$ cat src/rtl/sram_mem_controller_pkg.sv
// Shared constants and types for the SRAM memory controller.
// Imported by the controller top and its phase counter.
package sram_mem_controller_pkg;

    // Byte address that maps to SRAM word 0.
    localparam logic [31:0] MEM_BASE_ADDR = 32'd1024;

    // Phase counter width; covers WAIT_CYCLES up to 7.
    localparam int unsigned WAIT_W = 3;

    typedef logic [WAIT_W-1:0] wait_t;

endpackage

$ cat src/rtl/sram_phase_counter.sv
// Loadable down-counter used to time each SRAM half-word phase.
// zero_o flags the last cycle of the current phase.
module sram_phase_counter
    import sram_mem_controller_pkg::*;
(
    input  logic              clk,
    input  logic              rst,
    input  logic              load_i,
    input  logic              en_i,
    input  logic [WAIT_W-1:0] value_i,
    output logic              zero_o
);

    wait_t count_q;
    wait_t count_d;

    // Load takes priority; otherwise count down and hold at zero.
    always_comb begin
        count_d = count_q;
        if (load_i) begin
            count_d = value_i;
        end else if (en_i && (count_q != '0)) begin
            count_d = count_q - 1'b1;
        end
    end

    // Counter register.
    always_ff @(posedge clk) begin
        if (rst) begin
            count_q <= '0;
        end else begin
            count_q <= count_d;
        end
    end

    assign zero_o = (count_q == '0);

endmodule

$ cat src/rtl/sram_mem_controller.sv
// Moves 32-bit LDR/STR words over a 16-bit SRAM as two half-word phases.
// Holds ready low while busy so the pipeline stalls.
module sram_mem_controller
    import sram_mem_controller_pkg::*;
#(
    parameter int unsigned WAIT_CYCLES = 1,
    parameter logic [31:0] MEM_BASE    = MEM_BASE_ADDR,
    parameter int unsigned SRAM_ADDR_W = 18
) (
    input  logic                   clk,
    input  logic                   rst,
    input  logic                   mem_read_in,
    input  logic                   mem_write_in,
    input  logic [31:0]            address_in,
    input  logic [31:0]            st_val_in,
    output logic [31:0]            read_data,
    output logic                   ready,
    output logic [SRAM_ADDR_W-1:0] sram_addr,
    output logic [15:0]            sram_dq_out,
    output logic                   sram_dq_oe,
    input  logic [15:0]            sram_dq_in,
    output logic                   sram_we_n
);

    localparam logic [1:0] S_IDLE = 2'd0;
    localparam logic [1:0] S_LOW  = 2'd1;
    localparam logic [1:0] S_HIGH = 2'd2;
    localparam logic [1:0] S_DONE = 2'd3;

    localparam wait_t RELOAD = WAIT_W'(WAIT_CYCLES - 1);

    logic [1:0]             state_q, state_d;
    logic [SRAM_ADDR_W-2:0] wa_q, wa_d;
    logic [31:0]            data_q, data_d;
    logic                   wr_q, wr_d;
    logic [15:0]            lo_q, lo_d;
    logic [31:0]            rdata_q, rdata_d;

    logic        req;
    logic        in_phase;
    logic        cnt_load;
    logic        cnt_zero;
    logic [31:0] eff;
    logic        unused_eff;

    assign req        = mem_read_in | mem_write_in;
    assign eff        = address_in - MEM_BASE;
    assign unused_eff = ^{eff[31:SRAM_ADDR_W+1], eff[1:0]};
    assign in_phase   = (state_q == S_LOW) || (state_q == S_HIGH);
    assign cnt_load   = ((state_q == S_IDLE) && req) || (in_phase && cnt_zero);

    sram_phase_counter u_phase_cnt (
        .clk     (clk),
        .rst     (rst),
        .load_i  (cnt_load),
        .en_i    (in_phase),
        .value_i (RELOAD),
        .zero_o  (cnt_zero)
    );

    // State register.
    always_ff @(posedge clk) begin
        if (rst) begin
            state_q <= S_IDLE;
        end else begin
            state_q <= state_d;
        end
    end

    // Next state: one pass through LOW, HIGH and DONE per request.
    always_comb begin
        state_d = state_q;
        case (state_q)
            S_IDLE:  if (req)      state_d = S_LOW;
            S_LOW:   if (cnt_zero) state_d = S_HIGH;
            S_HIGH:  if (cnt_zero) state_d = S_DONE;
            default: state_d = S_IDLE;
        endcase
    end

    // Latch the request in IDLE and capture read halves on phase ends.
    always_comb begin
        wa_d    = wa_q;
        data_d  = data_q;
        wr_d    = wr_q;
        lo_d    = lo_q;
        rdata_d = rdata_q;
        if ((state_q == S_IDLE) && req) begin
            wa_d   = eff[SRAM_ADDR_W:2];
            data_d = st_val_in;
            wr_d   = mem_write_in;
        end
        if ((state_q == S_LOW) && cnt_zero && !wr_q) begin
            lo_d = sram_dq_in;
        end
        if ((state_q == S_HIGH) && cnt_zero && !wr_q) begin
            rdata_d = {sram_dq_in, lo_q};
        end
    end

    // Request and read-data registers.
    always_ff @(posedge clk) begin
        if (rst) begin
            wa_q    <= '0;
            data_q  <= '0;
            wr_q    <= 1'b0;
            lo_q    <= '0;
            rdata_q <= '0;
        end else begin
            wa_q    <= wa_d;
            data_q  <= data_d;
            wr_q    <= wr_d;
            lo_q    <= lo_d;
            rdata_q <= rdata_d;
        end
    end

    // Pin outputs decoded from the current state.
    always_comb begin
        ready       = 1'b0;
        sram_addr   = '0;
        sram_dq_out = '0;
        sram_dq_oe  = 1'b0;
        sram_we_n   = 1'b1;
        case (state_q)
            S_IDLE: ready = ~req;
            S_LOW: begin
                sram_addr   = {wa_q, 1'b0};
                sram_dq_out = wr_q ? data_q[15:0] : 16'h0000;
                sram_dq_oe  = wr_q;
                sram_we_n   = ~wr_q;
            end
            S_HIGH: begin
                sram_addr   = {wa_q, 1'b1};
                sram_dq_out = wr_q ? data_q[31:16] : 16'h0000;
                sram_dq_oe  = wr_q;
                sram_we_n   = ~wr_q;
            end
            default: ready = 1'b1;
        endcase
    end

    assign read_data = rdata_q;

endmodule

$ cat config.mk
export PLATFORM = sky130hd
export DESIGN_NAME = sram_mem_controller
export DESIGN_NICKNAME = d
export VERILOG_FILES = /design/src/rtl/sram_mem_controller_pkg.sv /design/src/rtl/sram_phase_counter.sv /design/src/rtl/sram_mem_controller.sv
export SDC_FILE = /design/constraint.sdc
export NUM_CORES = 1
export LEC_CHECK = 0
export BUFFER_PORTS_ARGS = -buffer_cell sky130_fd_sc_hd__buf_2
export CORE_ASPECT_RATIO = 0.7
export CORE_UTILIZATION = 35
export CTS_BUF_LIST = sky130_fd_sc_hd__clkbuf_8 sky130_fd_sc_hd__clkbuf_16
export DETAILED_ROUTE_END_ITERATION = 8
export GPL_TIMING_DRIVEN = 0
export PLACE_DENSITY = 0.66
export SYNTH_ARGS = -nofsm -noshare
export SYNTH_HDL_FRONTEND = slang
export SYNTH_SLANG_ARGS = --single-unit
$ cat constraint.sdc
create_clock -name clk -period 1.7 [get_ports clk]
set_input_delay 0.17 -clock clk [delete_from_list [all_inputs] [get_ports clk]]
set_output_delay 0.17 -clock clk [all_outputs]
set_load 0.02 [all_outputs]
=== Word-level counts from Yosys, hierarchy flattened ===
Cells that the tools add are included.

* Input bits: 84
* Output and inout port bits: 69
* Word-level logic and storage cells: 44
* Flip-flop bits (word level): 103

* Reductions and logical operators: 16
* Add/subtract/negate cells: 2
* Multiplexer cells: 11
* Bitwise operators: 3
* Equality and inequality tests: 5

{| class="wikitable"
|+ Operator list
! cell !! number
|-
| 18-bit case mux with 2 select lines || 1
|-
| 16-bit 2-to-1 mux || 2
|-
| 16-bit case mux with 2 select lines || 1
|-
| 19-bit by 11-bit subtractor with 19-bit output, second input constant || 1
|-
| 1-bit logical AND || 7
|-
| 2-bit 2-to-1 mux || 3
|-
| 2-bit != test, second input constant || 3
|-
| 2-bit case mux with 3 select lines || 1
|-
| 2-bit OR reduction || 2
|-
| 3-bit zero test || 1
|-
| 3-bit AND reduction || 1
|-
| 3-bit nonzero test || 1
|-
| 3-bit by 1-bit subtractor with 3-bit output, second input constant || 1
|-
| 2-bit by 1-bit equality test with 1-bit output, second input constant || 1
|-
| 2-bit equality test, second input constant || 1
|-
| 2-bit zero test || 1
|-
| 1-bit logical OR || 2
|-
| 1-bit 2-to-1 mux || 2
|-
| 1-bit inverter || 2
|-
| 1-bit case mux with 2 select lines || 1
|-
| 1-bit zero test || 1
|-
| 1-bit OR || 1
|}

=== Longest topological paths before layout ===
Gate-level depths: netlist of run 1.

* Depth in word-level cells: 5
* Depth in mapped cells: 8
* Depth with buffers taken out: 6

=== By module ===
Synthesis of run 1 repeated with hierarchy kept, for this count alone.

* Cells, all modules: 541
* Area total of the unflattened synthesis: 4,175.3 um^2

{| class="wikitable"
|+ Modules (own cells, without submodules)
! module !! area each (um^2) !! seq. area each (um^2) !! instances !! cells each
|-
| sram_mem_controller || 3,992.6 || 2,001.9 || 1 || 520
|-
| sram_phase_counter || 182.7 || 60.1 || 1 || 21
|}

=== Least setup slack after synthesis of run 1 ===
OpenSTA, ideal clock, no wires.

* Kind: reg2out
* Start point: reg state_q[0]
* End point: out sram_dq_out[10]
* Buffers on the path: 2
* Stages on the path, launching flop included: 7
* Arrival time: 1,751 ps
* Slack: -221 ps
* Data required time: 1,530 ps
* Cell sequence: dfxtp_1 inv_1 ha_1 clkbuf_1 nand2_1 clkbuf_1 nor2_1

* Longest elaborated chain between the ends: 2
* Elaborated cells between the ends (all ways): 3
* Classes of those cells: eq/ne (2); mux (1)

{| class="wikitable"
|+ Ends and longest elaborated chain
! item !! RTL line !! text
|-
| start: declaration || sram_mem_controller.sv:32 || <nowiki>logic [1:0] state_q, state_d;</nowiki>
|-
| start signal: assignment || sram_mem_controller.sv:66 || <nowiki>state_q <= state_d;</nowiki>
|-
| 2-bit equality test or 2-bit by 1-bit equality test with 1-bit output (tied branches) || sram_mem_controller.sv:125 || <nowiki>case (state_q)</nowiki>
|-
| 16-bit case mux with 2 select lines (*) || sram_mem_controller.sv:125 ||
|-
| end: declaration || sram_mem_controller.sv:19 || <nowiki>output logic [15:0] sram_dq_out,</nowiki>
|}

Every way passes the cells marked *; elsewhere a longest branch is shown, timed or not.

=== Final worst setup path of run 1 ===
* Start point: reg state_q[0]
* End point: out sram_addr[10]

* Longest elaborated chain between the ends: 2
* Elaborated cells between the ends (all ways): 3
* Classes of those cells: eq/ne (2); mux (1)

{| class="wikitable"
|+ Ends and longest elaborated chain
! item !! RTL line !! text
|-
| 2-bit equality test or 2-bit by 1-bit equality test with 1-bit output (tied branches) || sram_mem_controller.sv:125 ||
|-
| 18-bit case mux with 2 select lines (*) || sram_mem_controller.sv:125 ||
|-
| end: declaration || sram_mem_controller.sv:18 || <nowiki>output logic [SRAM_ADDR_W-1:0] sram_addr,</nowiki>
|}

Marked as above.

==> metrics, run 1 <==
Post-route DRC 0; # Max-Cap Violations 0; Vias/cell 4.83; status finished, violations left; Final ANT Viol Nets 0; number of global-route vias before repair 4,026; actual slew at the worst max-slew pin 0.535 ns; worst setup margin -0.164 ns; Fillers 1,035; synthesized instance count 536; final setup vio count 35; Rel. slew slack 0.644; final instance area 6220 sq um; Leak 2.58 nW; largest net degree at the start of global routing 20; DR iter-0 viols 157; vias 4,178; gr ovfl total 0; root buffer cell clkbuf_16; Distinct cells, synth 29; fin nets 799; Die Area 12,300 sq um; Peak Freq 0.536 GHz; TritonRoute pass-1 iters 4; Routed Wire Length 12,400 um; final hold slack 0.0581 ns; CP Launch Type register; WP data arrival 1.69 ns; TritonCTS clock tree done; critical path type reg -> out; Ys Warns 0; clk sinks 103; Die W 132 um; average size of a mapped cell 7.72 sq um; Final Max Slew Viols 0; IO Pins 153; GRT Total Usage 0.199; htree depth 3; dpl cell area 5100 sq um; Finished Core Util 0.553; CORE AREA 11,300 sq um; cell area after synthesis 4140 sq um; FP Rows 32; DP Cell Count 825; PwrDens 1600 nW/um^2; Routed WL per cell 14.3 um; CP Max Fanout 7; Final Cycle Share 1.10; Yosys top cell by area dfxtp_1; r2r setup slk 0.08 ns; GP Congestion 0.840; ranking of synthesized cells by area dfxtp_1 50%, nand2_1 17%, a21oi_1 11%; global-route wire length before repair 19,200 um; CP required 1.53 ns; Cell Count, Final, Fillers Out 865; post-synthesis register bit count 103; crit end category output pin; Area Growth Syn to Fin 50.4%; Hold WC Path Type in -> reg; ANT cells 0; share of the synthesized area in the top cell type 0.498; peak supply drop 0.813 mV; port bufs 136; total power 9.92 mW; initial antenna violation count 0; Die Ht 93.0 um; clock tree buffer depth 2; initial core utilization 0.368; failing checks negative setup slack; cts bufs inserted 9; dpl hpwl 8860 um; share of cells above drive strength 1 0.383; Clock Latency Late Sink 0.34 ns; sequential cell area fraction in the yosys report 0.498; RSZ-0062 raised after global routing true; syn nets 628; Tmin final 1.86 ns; Hold Vio Cnt, Final 0; Layout Skew 0.00745 ns; clk slew on worst S/H paths 0.08 ns; cts hold-fix bufs 0
[cell type report]
| cell class | instances | area (sq um) | area share |
|---|---|---|---|
| multi-input combinational | 388 | 2220 | 0.356 |
| sequential | 103 | 2070 | 0.332 |
| timing repair buffer | 162 | 1150 | 0.185 |
| buffer | 36 | 273 | 0.0439 |
| clock buffer | 9 | 225 | 0.0362 |
| tap | 153 | 191 | 0.0308 |
| clock inverter | 7 | 62.6 | 0.0101 |
| inverter | 7 | 31.3 | 0.00503 |
[through the flow]
step	setup TNS, ns	worst slack [ns]
after floorplan	0	0.0173
after global placement	-24.46	-0.543
after detailed placement	-29.90	-0.498
after CTS	-7.42	-0.252
after global routing	-6.80	-0.227
final	-4.63	-0.164
[worst max-delay path, cell delays in order, from the launching register on]
cell	delay, ns
dfxtp_4	0.38
inv_4	0.05
ha_4	0.28
nor2b_4	0.23
buf_6	0.15
and2_4	0.15
buf_6	0.11
[logic make-up (layout without fill, tap and decap cells)]
| logic type | after synthesis | in the layout | synth area share |
|---|---|---|---|
| buf+inv | 46 | 221 | 0.0433 |
| fa+ha+maj | 8 | 8 | 0.0242 |
| compound gates | 120 | 120 | 0.164 |
| simple gates | 250 | 251 | 0.250 |
| flops | 103 | 103 | 0.498 |
| mux | 3 | 3 | 0.00726 |
| xor+xnor | 6 | 6 | 0.0127 |
[layout by cell type (no fill, tap or decap), drive strengths merged, types with 4 or more instances in the layout]
master  count
nor3        4
xnor2       4
a22oi      16
clkbuf     37
nor2       34
and2       19
buf       170
inv        11
ha          8
dfxtp     103
a211oi      8
nand2     185
a21oi      91
[cells in the mapped netlist]
cell       instances
or4_4              1
nand3_1            1
and2_1            19
mux2i_1            3
a311oi_1           1
nor2_1            34
clkbuf_2           1
dfxtp_1          103
a21o_1             1
nor2b_1            3
clkbuf_1          33
xor2_1             2
nor3b_1            2
a211oi_1           7
a211oi_2           1
nor3_1             4
nand2_1          184
a22oi_1           16
buf_1              1
o21ai_1            1
or3_1              1
o31ai_1            1
a21oi_1           91
inv_1              7
ha_1               8
nor4_4             1
buf_2              4
o2bb2ai_1          1
xnor2_1            4
[per-layer routing]
layer,up-vias,wire (um),track usage,part of all wire
met3,7,655,0.0580,0.053
met5,-,0,0,0
met1,1963,6000,0.256,0.49
li1,2103,-,-,-
met2,105,5640,0.326,0.46
met4,0,73,0.0484,0.0059
[report_power, final]
| part | internal (mW) | switching, mW |
|---|---|---|
| Combinational | 2.05 | 2.57 |
| Sequential | 2.95 | 0.351 |
| Clock | 1.03 | 0.976 |
[sequential cells by signal, indices dropped and copies added, names as in the netlist]
signal / cells
data_q: 32
lo_q: 16
read_data: 32
state_q: 2
u_phase_cnt.count_q: 3
wa_q: 17
wr_q: 1
[worst paths after layout]
| path | start | cells after the start | end |
|---|---|---|---|
| setup / recovery | state_q[0] | 6 | sram_addr[10] |
| hold / removal | address_in[8] | 3 | wa_q[6] |
| setup reg to reg | state_q[0] | 9 | lo_q[8] |
| hold reg to reg | read_data[27] | 2 | read_data[27] |
[repair_timing]
action,in CTS,in global routing
setup endpoints to repair,130,98
hold endpoints to repair,0,0
gates cloned,2,3
pin swaps,26,15
setup buffers,10,12
gates resized for setup,114,80
Note: power is estimated with default switching activity, not from simulation.
==> run 2, diff against run 1 <==
- BUFFER_PORTS_ARGS: -buffer_cell sky130_fd_sc_hd__buf_2 -> -buffer_cell sky130_fd_sc_hd__buf_4
- GPL_ROUTABILITY_DRIVEN: default -> 0
==> metrics, run 2 (synthesis results as in run 1) <==
Top delay family on crit path buffers and inverters; Die Ht 93.0 um; Post-route DRC 0; Die Area 12,300 sq um; clk slew on worst S/H paths 0.07 ns; port bufs 136; CP Launch Type register; r2r endpoint state_q[0]; Hold WC Path Type in -> reg; CP startpoint state_q[0]; most common cell after layout, fill and taps aside nand2_1; Area Growth Syn to Fin 54.4%; worst setup margin -0.149 ns; ANT cells 0; initial core utilization 0.368; Clock Latency Late Sink 0.35 ns; Finished Core Util 0.568; WP data arrival 1.68 ns; PwrDens 1540 nW/um^2; FP Rows 32; crit end category output pin; fin nets 789; Routed WL per cell 14.5 um; CP required 1.53 ns; global-route wire length before repair 19,600 um; Tmin final 1.85 ns; clk sinks 103; Reg2Reg Depth 7; Leak 2.59 nW; largest net degree at the start of global routing 20; Vias/cell 4.84; Rel. slew slack 0.636; r2r setup slk 0.09 ns; actual slew at the worst max-slew pin 0.546 ns; vias 4,137; cts bufs inserted 9; Cell Count, Final, Fillers Out 855; Hold Vio Cnt, Final 0; slowest CP cell dfxtp_4; Final Max Slew Viols 0; IO Pins 153; CORE AREA 11,300 sq um; final instance area 6390 sq um; DP Worst Slack -0.574 ns; critical path type reg -> out; # Max-Cap Violations 0; most frequent cells in the layout 182 x nand2_1, 113 x buf_4, 101 x dfxtp_1; dpl hpwl 8980 um; R2R Path Start state_q[0]; Routed Wire Length 12,400 um; DP Cell Count 825; TritonRoute pass-1 iters 5; RSZ-0062 raised after global routing true; failing checks negative setup slack; peak supply drop 0.813 mV; DR iter-0 viols 189; Critical Path Sink sram_dq_out[3]; CP Max Fanout 6; Peak Freq 0.541 GHz; Crit. path cell count 7; dpl cell area 5450 sq um; Final ANT Viol Nets 0; Final Cycle Share 1.09; status finished, violations left; GRT Total Usage 0.205; TritonCTS clock tree done; final hold slack 0.0308 ns; CP cell instances inv_4 -> ha_4 -> clkbuf_16 -> clkbuf_16 -> a22oi_2 -> nor2_4 -> buf_6; share of cells above drive strength 1 0.366; Die W 132 um; htree depth 3; initial antenna violation count 0; Buf/Inv on CP 4; CP peak stage delay 0.37 ns; Most common cell on crit path clkbuf_16; final setup vio count 35; number of global-route vias before repair 4,038; Layout Skew 0.00914 ns; gr ovfl total 0; root buffer cell clkbuf_16; clock tree buffer depth 2
-- run 2: cell types whose count changed in the layout (fill, tap and decap cells not counted), moves of 3 or more --
cell / change
inv_1: +3
and2_2: +5
a21oi_2: -3
buf_2: -98
buf_4: +90
inv_2: -3
buf_6: +5
and2_4: -5
a21oi_1: +3
clkbuf_2: -4
-- run 2: worst min path at each step --
stage	start	to	slack [ns]	cells after the start
final	address_in[10]	wa_q[8]	0.03	2
after detailed placement	address_in[10]	wa_q[8]	0.39	2
after global routing	address_in[10]	wa_q[8]	0.02	2
after CTS	address_in[10]	wa_q[8]	0.02	2
after global placement	address_in[10]	wa_q[8]	0.39	2
after floorplan	address_in[10]	wa_q[8]	0.27	1
-- run 2: what timing repair did --
item / CTS / global route
pin swaps: 17 / 15
setup endpoints to repair: 131 / 116
resized for setup: 86 / 64
setup buffers: 10 / 7
hold buffers: 0 / 0
gates cloned: 3 / 0
-- run 2: routing by layer --
layer  GRT usage  share of wire  up-vias
met2       0.339           0.46      113
li1            -              -     2080
met4      0.0504         0.0089        0
met1       0.260           0.46     1933
met5           0              0        -
met3      0.0608          0.073       11
-- run 2: metrics by stage --
stage	setup TNS [ns]	total power, mW
final	-3.81	9.84
after global routing	-6.16	10.4
after CTS	-3.88	9.55
after detailed placement	-30.83	6.52
after global placement	-23.54	6.42
after floorplan	0	5.40
-- run 2: where the power goes --
group | leakage, nW | internal, mW | switching, mW
Clock | 0.155 | 1.18 | 0.966
Combinational | 1.59 | 1.93 | 2.47
Sequential | 0.844 | 2.96 | 0.341
Total | 2.59 | 6.06 | 3.78
-- run 2: final cells by class --
class,count,area [sq um]
Inverter,7,31.3
Clock inverter,7,87.6
Fill cell,999,4860
Timing Repair Buffer,154,1340
Multi-Input combinational cell,387,2200
Sequential cell,103,2070
Buffer,35,246
Clock buffer,9,225
Tap cell,153,191
-- run 2: worst register-to-register path: cells and delay by family (launching register included) --
family | cells | cell delay (ns)
simple gates | 2 | 0.51
flops | 1 | 0.36
buf+inv | 2 | 0.25
compound gates | 2 | 0.25
fa+ha+maj | 1 | 0.18
